File: src/rtl/dm_arbiter.sv
// Shares one data-memory port between the CPU MEM stage and a debug/loader port.
// The CPU wins contention until the debug side has lost DBG_WAIT_MAX cycles, then one slot is forced.
module dm_arbiter #(
  parameter int unsigned DBG_WAIT_MAX = 8
) (
  input  logic        CLK,
  input  logic        RST,
  input  logic        CPU_MEMREAD,
  input  logic        CPU_MEMWRITE,
  input  logic [63:0] CPU_ADDRESS,
  input  logic [63:0] CPU_WRITE_DATA,
  output logic [63:0] CPU_READ_DATA,
  output logic        CPU_STALL,
  input  logic        DBG_REQ,
  input  logic        DBG_WE,
  input  logic [63:0] DBG_ADDRESS,
  input  logic [63:0] DBG_WDATA,
  output logic [63:0] DBG_RDATA,
  output logic        DBG_ACK,
  output logic        MEM_READ,
  output logic        MEM_WRITE,
  output logic [63:0] ADDRESS,
  output logic [63:0] WRITE_DATA,
  input  logic [63:0] READ_DATA
);

  typedef enum logic [1:0] {IDLE, WAIT, FORCE, ACK} state_t;

  localparam logic [7:0] WAIT_LIMIT = 8'(DBG_WAIT_MAX);

  state_t     state, state_next;
  logic [7:0] cnt, cnt_next, cnt_inc;
  logic       cpu_req;
  logic       dbg_slot;

  assign cpu_req       = CPU_MEMREAD | CPU_MEMWRITE;
  assign cnt_inc       = cnt + 8'd1;
  assign CPU_READ_DATA = READ_DATA;

  always_ff @(posedge CLK) begin
    if (RST) begin
      state     <= IDLE;
      cnt       <= 8'd0;
      DBG_ACK   <= 1'b0;
      DBG_RDATA <= 64'd0;
    end else begin
      state   <= state_next;
      cnt     <= cnt_next;
      DBG_ACK <= (state_next == ACK);
      if (dbg_slot && !DBG_WE)
        DBG_RDATA <= READ_DATA;
    end
  end

  // cnt counts cycles the CPU won while debug was waiting; reaching the limit forces a slot
  always_comb begin
    state_next = state;
    cnt_next   = cnt;
    dbg_slot   = 1'b0;
    case (state)
      IDLE: begin
        if (DBG_REQ && !cpu_req) begin
          dbg_slot   = 1'b1;
          state_next = ACK;
        end else if (DBG_REQ) begin
          cnt_next   = cnt_inc;
          state_next = (cnt_inc == WAIT_LIMIT) ? FORCE : WAIT;
        end
      end
      WAIT: begin
        if (!DBG_REQ) begin
          cnt_next   = 8'd0;
          state_next = IDLE;
        end else if (!cpu_req) begin
          dbg_slot   = 1'b1;
          state_next = ACK;
        end else begin
          cnt_next   = cnt_inc;
          state_next = (cnt_inc == WAIT_LIMIT) ? FORCE : WAIT;
        end
      end
      FORCE: begin
        dbg_slot   = 1'b1;
        state_next = ACK;
      end
      ACK: begin
        cnt_next   = 8'd0;
        state_next = IDLE;
      end
      default: begin
        cnt_next   = 8'd0;
        state_next = IDLE;
      end
    endcase
  end

  // A debug slot with the CPU requesting only happens in FORCE, so that is the stall case
  always_comb begin
    ADDRESS    = CPU_ADDRESS;
    WRITE_DATA = CPU_WRITE_DATA;
    MEM_READ   = CPU_MEMREAD & ~RST;
    MEM_WRITE  = CPU_MEMWRITE & ~RST;
    CPU_STALL  = 1'b0;
    if (dbg_slot && !RST) begin
      ADDRESS    = DBG_ADDRESS;
      WRITE_DATA = DBG_WDATA;
      MEM_READ   = ~DBG_WE;
      MEM_WRITE  = DBG_WE;
      CPU_STALL  = cpu_req;
    end
  end

endmodule
File: config.mk
export PLATFORM = sky130hd
export DESIGN_NAME = dm_arbiter
export DESIGN_NICKNAME = d
export VERILOG_FILES = /design/src/rtl/dm_arbiter.sv
export SDC_FILE = /design/constraint.sdc
export NUM_CORES = 1
export LEC_CHECK = 0
export BUFFER_PORTS_ARGS = -buffer_cell sky130_fd_sc_hd__buf_2
export CAP_MARGIN = 20
export CORE_AREA = 2 2 226 228
export CTS_CLUSTER_SIZE = 10
export DETAILED_ROUTE_END_ITERATION = 8
export DIE_AREA = 0 0 228 230
export PLACE_DENSITY = 0.37
export SKIP_LAST_GASP = 1
export SLEW_MARGIN = 30
export SYNTH_ARGS = -nofsm -noshare
export SYNTH_HDL_FRONTEND = slang
export SYNTH_SLANG_ARGS = --single-unit
File: constraint.sdc
create_clock -name CLK -period 2.7 [get_ports CLK]
set_input_delay 0.27 -clock CLK [delete_from_list [all_inputs] [get_ports CLK]]
set_output_delay 0.27 -clock CLK [all_outputs]
set_load 0.03 [all_outputs]
==> flow_summary.ini, run 1 <==
[status]
status = complete, but fails checks
violations = setup timing

[yosys]
syn_avg_cell_area_um2 = 11.0
synth_top_cell_by_area = dfxtp_1
ys_top_cells_by_area = dfxtp_1 (28%), mux2_4 (28%), mux2i_1 (12%)
synth_compound_area_share_pct = 3.53
synthMuxAreaShare_pct = 45.3
synth_top_cell_area_share_pct = 27.5
synth_cell_types = 41
synth_area_um2 = 5450
ys.flop_type = dfxtp_1
yosys-top-cells-count = mux2_4 (100), dfxtp_1 (75), nor2_1 (73)
synth_top_family_by_area = multiplexers
synthAdderAreaFrac_pct = 0.459
synthSimpleGateAreaFrac_pct = 7.99
ys_seq_area_share_pct = 27.5
yosys_warnings = 0
ys_seq_elements = 75
synth_xor_area_share_pct = 0.161
synthCells = 496
synth_nets = 824
synth_most_common_cell = mux2_4
ys_async_sr_fraction_pct = 0
synth_edf_count = 0

[critical_path]
critical_path.cell_chain = or4b_4, and2_4, or2_4, inv_12, buf_4, mux2_2, buf_2
r2r_end = DBG_RDATA[51]
crit_type = reg2out
startpoint_type = flip-flop
path_max_fanout = 16
critPathTopFamily = simple AND/OR/NAND/NOR gates
endpoint_kind = output pin
r2r_slack_ns = 0.65
cp.arrival_ns = 2.54
worst_r2r_path_depth = 6
required_ns = 2.43
cpMaxStageDelayCell = or4b_4
r2r-start = state[1]
worst-path-buf-inv = 3
critPathMaxStageDelay_ns = 0.53

[clock_network]
cts_tree = yes
htree_levels = 3
cts_root_buffer = clkbuf_16
clkSinkCount = 75
clk_pin_slew_ns = 0.06
cts.path.max_buffers = 2
numCtsBuffers = 9
insertion_delay_ns = 0.35

[layout]
fill_cells = 5660
stdcell_area_um2 = 8950
seq_area_um2 = 1500
synthToLayoutAreaGrowth_pct = 64.3
final_nets = 1345
drive_above_1_share_pct = 73.9
finish.utilization_pct = 18.0
multi_input_area_um2 = 3140

[sta]
fin_setup_tns_ns = -7.59
timing.final.crit_period_ns = 2.81
max_freq_mhz = 356
hold_viol_final = 0
final.period_utilization_pct = 104
setup_slack_ns = -0.112
finalClockSkew_ns = 0.00869
grt_setup_unrepaired = true
finalSetupViolations = 123
slew_violations = 0
worstMarginPinSlew_ns = 0.852
slew_headroom_pct = 43.2

[placed_design]
place_area_um2 = 8600
place.gp.congestion = 1.03
dpl.hpwl_um = 20400
pre_cts_ws_ns = 0.100
port_buffers = 585

[route]
viasPerCell = 3.31
ant_nets = 0
drt-initial-drc-count = 156
num_vias = 5608
wire_per_inst_um = 14.2
firstDrtPassIters = 4
drc = 0
wl_um = 24100

[hold_path]
holdCritStartpoint = READ_DATA[15]
min_delay_path_depth = 3
whs_endpoint = DBG_RDATA[15]
worstHoldPathType = in2reg

[power_and_ir_drop]
p_total_uw = 3770
clkPwrFrac_pct = 30.9
p_leak_uw = 0.00446
p_int_uw = 2390
power.density_nw_per_um2 = 421
netSwitchingFraction_pct = 36.7
pwr-share-comb_pct = 38.2
irDropWorstVdd_mv = 0.239
seq_power_share_pct = 30.9
switching_power_uw = 1380

[global_routing]
grt_pass1_wl_um = 34000
overflow = 0
antenna_found_initial = 4
grt_max_degree = 77
grt_pass1_vias = 5596
grtUsageTotal_pct = 8.51

[floorplan]
die_h_um = 230
start_util_pct = 10.9
rows = 82
die_area_um2 = 52400
ios = 586
core_area_um2 = 49900
fp.dieW_um = 228

[flow_run]
drv_cap = 0
-- cell type report --
class                           count  area share, %
Timing Repair Buffer              606           35.4
Multi-Input combinational cell    323           35.1
Sequential cell                    75           16.8
Tap cell                          672           9.39
Clock buffer                       11           2.71
Clock inverter                      5          0.419
Inverter                            2          0.224
Antenna cell                        2         0.0559
-- registers in the layout (all words and copies together), names as in the netlist --
signal / count
DBG_RDATA: 64
state: 2
cnt: 8
DBG_ACK: 1
-- per-stage QoR --
stage	hold WS, ns	cells
6_report	0.166	1696
3_3_place_gp	0.467	1676
5_1_grt	0.165	1696
3_5_place_dp	0.478	1676
2_1_floorplan	0.417	496
4_1_cts	0.143	1692
-- cells by family (layout without fill, tap and decap cells) --
logic type | Yosys count | count (layout)
mux | 193 | 193
simple gates | 98 | 98
buf+inv | 98 | 624
flops | 75 | 75
compound gates | 29 | 29
fa+ha+maj | 2 | 2
xor+xnor | 1 | 1
other cells | 0 | 2
-- layer usage --
layer / global-route usage [%] / vias up / wire [um]
met3: 2.07 / 32 / 1610
met1: 9.14 / 2558 / 8990
met4: 3.70 / 2 / 839
li1: - / 2725 / -
met2: 15.8 / 291 / 12600
met5: 0 / - / 12
-- worst max-delay path by stage --
stage                            start        endpoint  slack [ns]  depth (start not counted)
final                         state[1]  WRITE_DATA[16]       -0.11                          7
after global routing          state[1]  WRITE_DATA[16]       -0.18                          7
after CTS                     state[1]     ADDRESS[16]       -0.15                          7
after detailed placement  CPU_MEMWRITE  WRITE_DATA[11]        0.10                          8
after global placement    CPU_MEMWRITE  WRITE_DATA[11]        0.13                          8
after floorplan               state[1]      ADDRESS[0]        0.43                          7
-- layout by cell type, fill, tap and decap left out, types with 2 or more instances in the layout --
cell        netlist  final
nor3b_1           2      2
nor2b_1           2      2
mux2_4          100    100
buf_2             2    585
ha_1              2      2
mux2i_1          65     65
nor2_1           73     73
nand3b_1          2      2
clkinvlp_4        0      2
buf_6             0      5
buf_4            72     12
nor3_1            2      2
nand2_1           6      6
diode_2           0      2
a21oi_1           9      8
nand4_1           2      2
dfxtp_1          75     75
buf_12           11      2
a311oi_1          4      4
o21ai_0           7      7
clkbuf_16         0     10
mux2_2           28     28
-- tightest hold or removal path, stage by stage --
cell	delay (ns)
buf_2	0.08
mux2i_1	0.06
nor2_1	0.07
-- what timing repair did --
| item | in CTS | in global routing |
|---|---|---|
| gates resized for setup | 5 | 3 |
| hold buffers | 0 | 0 |
| endpoints found under the setup margin | 127 | 127 |
| setup buffers | 0 | 1 |
| cloned | 0 | 1 |
-- power groups by stage --
stage | Clock [uW] | Sequential (uW) | Combinational [uW]
floorplan | 0 | 1250 | 912
global placement | 0 | 1190 | 1440
detailed placement | 0 | 1190 | 1440
CTS | 1240 | 1170 | 1450
global route | 1280 | 1170 | 1520
finish | 1170 | 1170 | 1440
Power figures use the tool's default switching activity.
==> run 2: changes to the inputs <==
--- a/config.mk
+++ b/config.mk
@@ -12,6 +12,7 @@
 export DETAILED_ROUTE_END_ITERATION = 8
 export DIE_AREA = 0 0 228 230
 export PLACE_DENSITY = 0.37
+export SKIP_CTS_REPAIR_TIMING = 1
 export SKIP_LAST_GASP = 1
 export SLEW_MARGIN = 30
 export SYNTH_ARGS = -nofsm -noshare
==> constraint.sdc (replaced) <==
create_clock -name CLK -period 2.8 [get_ports CLK]
set_input_delay 0.28 -clock CLK [delete_from_list [all_inputs] [get_ports CLK]]
set_output_delay 0.28 -clock CLK [all_outputs]
set_load 0.03 [all_outputs]
==> run 2 against run 1 <==
  * The run now ends clean
  * Clock power is 6% higher
  * Largest power group unchanged
  * Via count is 1.3% higher
  * Hold slack better by 0.022 ns
  * Die area stayed put
  * Sequential share of layout area is 0.80 points lower
  * Clock skew is 0.0027 ns lower
  * Utilization is 0.91 points higher
  * Cell area is 5.1% higher
  * Highest routed layer is now met4
  * Worst setup slack better by 0.15 ns
  * Global-route usage is 0.068 points higher
  * Cell count is 0.47% higher
==> flow_summary.ini, run 2 (same netlist as run 1, synthesis figures left out) <==
[route]
drc = 0
firstDrtPassIters = 4
drt-initial-drc-count = 137
num_vias = 5680
wire_per_inst_um = 15.1
viasPerCell = 3.33
ant_nets = 0
wl_um = 25800

[clock_network]
cts.path.max_buffers = 2
numCtsBuffers = 9
htree_levels = 3
cts_tree = yes
cts_root_buffer = clkbuf_16
insertion_delay_ns = 0.34
clkSinkCount = 75
clk_pin_slew_ns = 0.07

[sta]
grt_setup_unrepaired = true
slew_violations = 0
slew_headroom_pct = 42.9
fin_setup_tns_ns = 0
max_freq_mhz = 362
setup_slack_ns = 0.0391
timing.final.crit_period_ns = 2.76
worstMarginPinSlew_ns = 0.856
hold_viol_final = 0
finalClockSkew_ns = 0.00604
finalSetupViolations = 0
final.period_utilization_pct = 98.6

[critical_path]
path_max_fanout = 8
required_ns = 2.52
crit_type = reg2out
worst_r2r_path_depth = 6
endpoint_kind = output pin
startpoint_type = flip-flop
cp.arrival_ns = 2.48

[placed_design]
port_buffers = 585
place.gp.congestion = 1.08
pre_cts_ws_ns = 0.167
placed_cells = 1672
dpl.hpwl_um = 20700

[layout]
regMostFlops = DBG_RDATA
drive_above_1_share_pct = 74.3
layout_commonest_cell = buf_2
largest_reg_flops = 64
final_nets = 1354
final_cells = 1704
synthToLayoutAreaGrowth_pct = 72.6
biggestRegsByFlops = DBG_RDATA x64, cnt x8, state x2
layout_common_cells = buf_2 (555), mux2_4 (101), dfxtp_1 (74)

[power_and_ir_drop]
p_leak_uw = 0.00464
power.density_nw_per_um2 = 407
irDropWorstVdd_mv = 0.456

[floorplan]
ios = 586
die_h_um = 230
start_util_pct = 10.9
core_area_um2 = 49900
fp.dieW_um = 228
rows = 82
die_area_um2 = 52400

[global_routing]
overflow = 0
grt_pass1_wl_um = 34300
top_usage_layer = met2
grtUsageTotal_pct = 8.57
use_met3_pct = 1.76
grt_max_degree = 77
grt_util_met2_pct = 15.8
grt_pass1_vias = 5509
grt.met1_usage_pct = 9.45
antenna_found_initial = 1

[hold_path]
worstHoldPathType = in2reg
min_delay_path_depth = 3

[status]
status = finished, final reports clean

[flow_run]
drv_cap = 0
run 2: cell count changes in the layout (fill, tap and decap cells not counted), moves of 2 or more:
cell | previous run | this run
buf_12 | 2 | 8
buf_4 | 12 | 17
buf_2 | 585 | 555
buf_6 | 5 | 22
clkbuf_16 | 10 | 15
clkinv_8 | 0 | 2
buf_8 | 0 | 3
run 2: final timing paths:
path / from / end / slack [ns]
min reg2reg: DBG_RDATA[54] / DBG_RDATA[54] / 0.49
min: READ_DATA[15] / DBG_RDATA[15] / 0.19
max: state[1] / WRITE_DATA[43] / 0.04
max reg2reg: state[1] / DBG_RDATA[51] / 0.76
run 2: final cells by class:
cell class | count | area, um2
clock buffer | 11 | 253
clock inverter | 5 | 60.1
sequential | 75 | 1500
tap | 672 | 841
fill | 5595 | 40500
multi-input combinational | 323 | 3140
antenna | 1 | 2.50
timing repair inverter | 1 | 16.3
timing repair buffer | 614 | 3570
inverter | 2 | 20.0
run 2: worst max-delay path: stages, from the launching register on:
cell and delay [ns]:
dfxtp_2 0.33, or4b_4 0.48, and2_4 0.15, or2_4 0.31, clkinv_8 0.09, buf_12 0.13
buf_8 0.16, mux2_4 0.30, buf_2 0.17
run 2: where the power goes:
part | total, uW | internal, uW | switching (uW)
Sequential | 1120 | 1100 | 21.9
Combinational | 1470 | 634 | 838
Clock | 1240 | 743 | 494
run 2: stage by stage:
step | util, % | total power (uW) | cell area [um2] | hold slack [ns]
global route | 18.9 | 4020 | 9410 | 0.182
floorplan | - | 2090 | 5450 | 0.427
finish | 18.9 | 3830 | 9410 | 0.187
detailed placement | 17.2 | 2530 | 8570 | 0.478
CTS | 17.8 | 3810 | 8890 | 0.165
global placement | 17.2 | 2530 | 8570 | 0.469
run 2: routing by layer:
metal	vias to the layer above	routed length, um
li1	2733	-
met1	2628	9680
met2	297	13800
met3	22	1630
met4	0	679
met5	-	0
==> run 3: changes to the inputs <==
--- a/config.mk
+++ b/config.mk
@@ -5,13 +5,14 @@
 export SDC_FILE = /design/constraint.sdc
 export NUM_CORES = 1
 export LEC_CHECK = 0
+export ABC_AREA = 1
 export BUFFER_PORTS_ARGS = -buffer_cell sky130_fd_sc_hd__buf_2
 export CAP_MARGIN = 20
-export CORE_AREA = 2 2 226 228
+export CORE_AREA = 2 2 228 230
 export CTS_CLUSTER_SIZE = 10
 export DETAILED_ROUTE_END_ITERATION = 8
-export DIE_AREA = 0 0 228 230
-export PLACE_DENSITY = 0.37
+export DIE_AREA = 0 0 230 232
+export PLACE_DENSITY = 0.36
 export SKIP_CTS_REPAIR_TIMING = 1
 export SKIP_LAST_GASP = 1
 export SLEW_MARGIN = 30
==> run 3 against run 2 <==
  * Register-to-register slack better by 0.35 ns
  * Largest power group unchanged
  * Sequential share of layout area increased by 1.9 points
  * Utilization shrank 2.3 points
  * Critical path depth increased by 1
  * Count of clock-buffer cells in the layout decreased by 1
  * Global-route usage grew 3.1 points
  * Clock power increased by 6%
  * Sequential cell count stayed put
==> flow_summary.ini, run 3 <==
[sta]
worstMarginPinSlew_ns = 0.699
max_freq_mhz = 406
grt_setup_unrepaired = false
slew_headroom_pct = 53.4
slew_violations = 0
final.period_utilization_pct = 88.0
hold_viol_final = 0
finalClockSkew_ns = 0.00305
finalSetupViolations = 0
fin_setup_tns_ns = 0
timing.final.crit_period_ns = 2.46

[yosys]
synth_top_cell_area_share_pct = 31.8
ys_async_sr_fraction_pct = 0
ys_seq_area_share_pct = 30.2
syn_avg_cell_area_um2 = 5.77
synth_area_um2 = 4960
synth_nets = 1188
synthCells = 860
synth_edf_count = 0
ys_top_cells_by_area = nand2_1 (32%), dfxtp_1 (30%), nor2_1 (10%)
synth_cell_types = 18
ys.flop_type = dfxtp_1
synth_most_common_cell = nand2_1
ys_seq_elements = 75
yosys_warnings = 0
yosys-top-cells-count = nand2_1 (420), nor2_1 (137), dfxtp_1 (75)
synth_top_cell_by_area = nand2_1

[layout]
drive_above_1_share_pct = 45.7
largest_reg_flops = 64
seq_area_um2 = 1500
biggestRegsByFlops = DBG_RDATA x64, cnt x8, state x2
final_cells = 2037
final_nets = 1679
finish.utilization_pct = 16.6
regMostFlops = DBG_RDATA
fill_cells = 6003
layout_common_cells = buf_2 (583), nand2_1 (419), nor2_1 (137)
multi_input_area_um2 = 2610
layout_commonest_cell = buf_2
synthToLayoutAreaGrowth_pct = 69.7

[global_routing]
grtUsageTotal_pct = 11.6
grt_pass1_wl_um = 44400
antenna_found_initial = 30
overflow = 0
grt_max_degree = 93
grt_pass1_vias = 6272

[critical_path]
required_ns = 2.52
startpoint_type = flip-flop
critical_path.cell_chain = inv_2, nand2_2, o22ai_2, nand2_4, buf_12, buf_4, nand2_1, nand2_1, buf_2
endpoint_kind = output pin
path_max_fanout = 92
critPathMaxStageDelay_ns = 0.35
cpMaxStageDelayCell = dfxtp_1
cp_common_cell = nand2_1
crit_type = reg2out
cp.arrival_ns = 2.18

[power_and_ir_drop]
power.density_nw_per_um2 = 467
irDropWorstVdd_mv = 0.246
p_leak_uw = 0.00477
p_total_uw = 3940

[route]
num_vias = 7088
wire_per_inst_um = 16.6
firstDrtPassIters = 4
ant_nets = 0
drt-initial-drc-count = 448
drc = 0
viasPerCell = 3.48
wl_um = 33800

[floorplan]
start_util_pct = 9.75
fp.dieW_um = 230
rows = 83
die_h_um = 232
core_area_um2 = 50900
ios = 586
die_area_um2 = 53400

[clock_network]
clkSinkCount = 75
clk_pin_slew_ns = 0.06
cts_root_buffer = clkbuf_16
numCtsBuffers = 9
cts_tree = yes
insertion_delay_ns = 0.34
cts.path.max_buffers = 2
htree_levels = 3

[status]
status = finished, final reports clean

[flow_run]
drv_cap = 0

[placed_design]
place.gp.congestion = 0.850
dpl.hpwl_um = 28500
port_buffers = 585
placed_cells = 2020

[hold_path]
worstHoldPathType = in2reg
[run 3: cell types whose count changed in the layout (fill, tap and decap cells not counted), sizes merged, moves of 4 or more]
cell / delta
o21ai: +61
nand2: +416
mux2i: -65
mux2: -128
a311oi: -4
clkbuf: -8
nand3: +8
buf: -13
inv: +16
nor2: +65
[run 3: kinds of logic (layout without fill, tap and decap cells)]
kind of cell,Yosys count,in the layout,share of synthesized area [%]
AO/OA/AOI/OAI,79,79,8.12
adder cells (fa/ha/maj),2,2,0.504
buffers and inverters,132,628,17.3
flip-flops,75,75,30.2
other,0,1,0
AND/OR/NAND/NOR,572,572,43.8
[run 3: through the flow]
stage | hold slack [ns] | instance area (um2) | setup slack, ns
2_1_floorplan | 0.429 | 4960 | 1.13
3_3_place_gp | 0.460 | 8090 | 0.583
3_5_place_dp | 0.468 | 8090 | 0.594
4_1_cts | 0.165 | 8420 | 0.327
5_1_grt | 0.190 | 8420 | 0.170
6_report | 0.185 | 8420 | 0.337
[run 3: cell type report]
cell class | instances | share of cell area, %
antenna | 1 | 0.0297
clock buffer | 10 | 2.84
clock inverter | 6 | 1.05
inverter | 18 | 0.832
multi-input combinational | 653 | 31.0
sequential | 75 | 17.8
tap | 680 | 10.1
timing repair buffer | 594 | 36.4
[run 3: critical path, delay by kind of cell (launching register included)]
| family | cells | cell delay, ns |
|---|---|---|
| buffers and inverters | 4 | 0.87 |
| and+or+nand+nor | 4 | 0.37 |
| AOI/OAI and AO/OA | 1 | 0.12 |
| DFF | 1 | 0.35 |
[run 3: worst paths after layout]
| check | startpoint | to | slack (ns) | depth (start not counted) |
|---|---|---|---|---|
| worst min-delay path | READ_DATA[47] | DBG_RDATA[47] | 0.18 | 3 |
| worst max register to register | state[1] | DBG_RDATA[29] | 1.11 | 7 |
| worst max-delay path | state[1] | WRITE_DATA[30] | 0.34 | 9 |
| worst min register to register | DBG_RDATA[47] | DBG_RDATA[47] | 0.48 | 2 |
[run 3: layer usage]
metal  GRT usage (%)  routed length, um
met1            13.0              12800
met4            1.49                440
met5               0                 98
met3            4.62               3510
met2            21.2              17000
[run 3: power breakdown]
group | internal [uW] | switching [uW]
combinational | 466 | 1000
clock | 806 | 511
sequential | 1120 | 28.9
total | 2390 | 1540
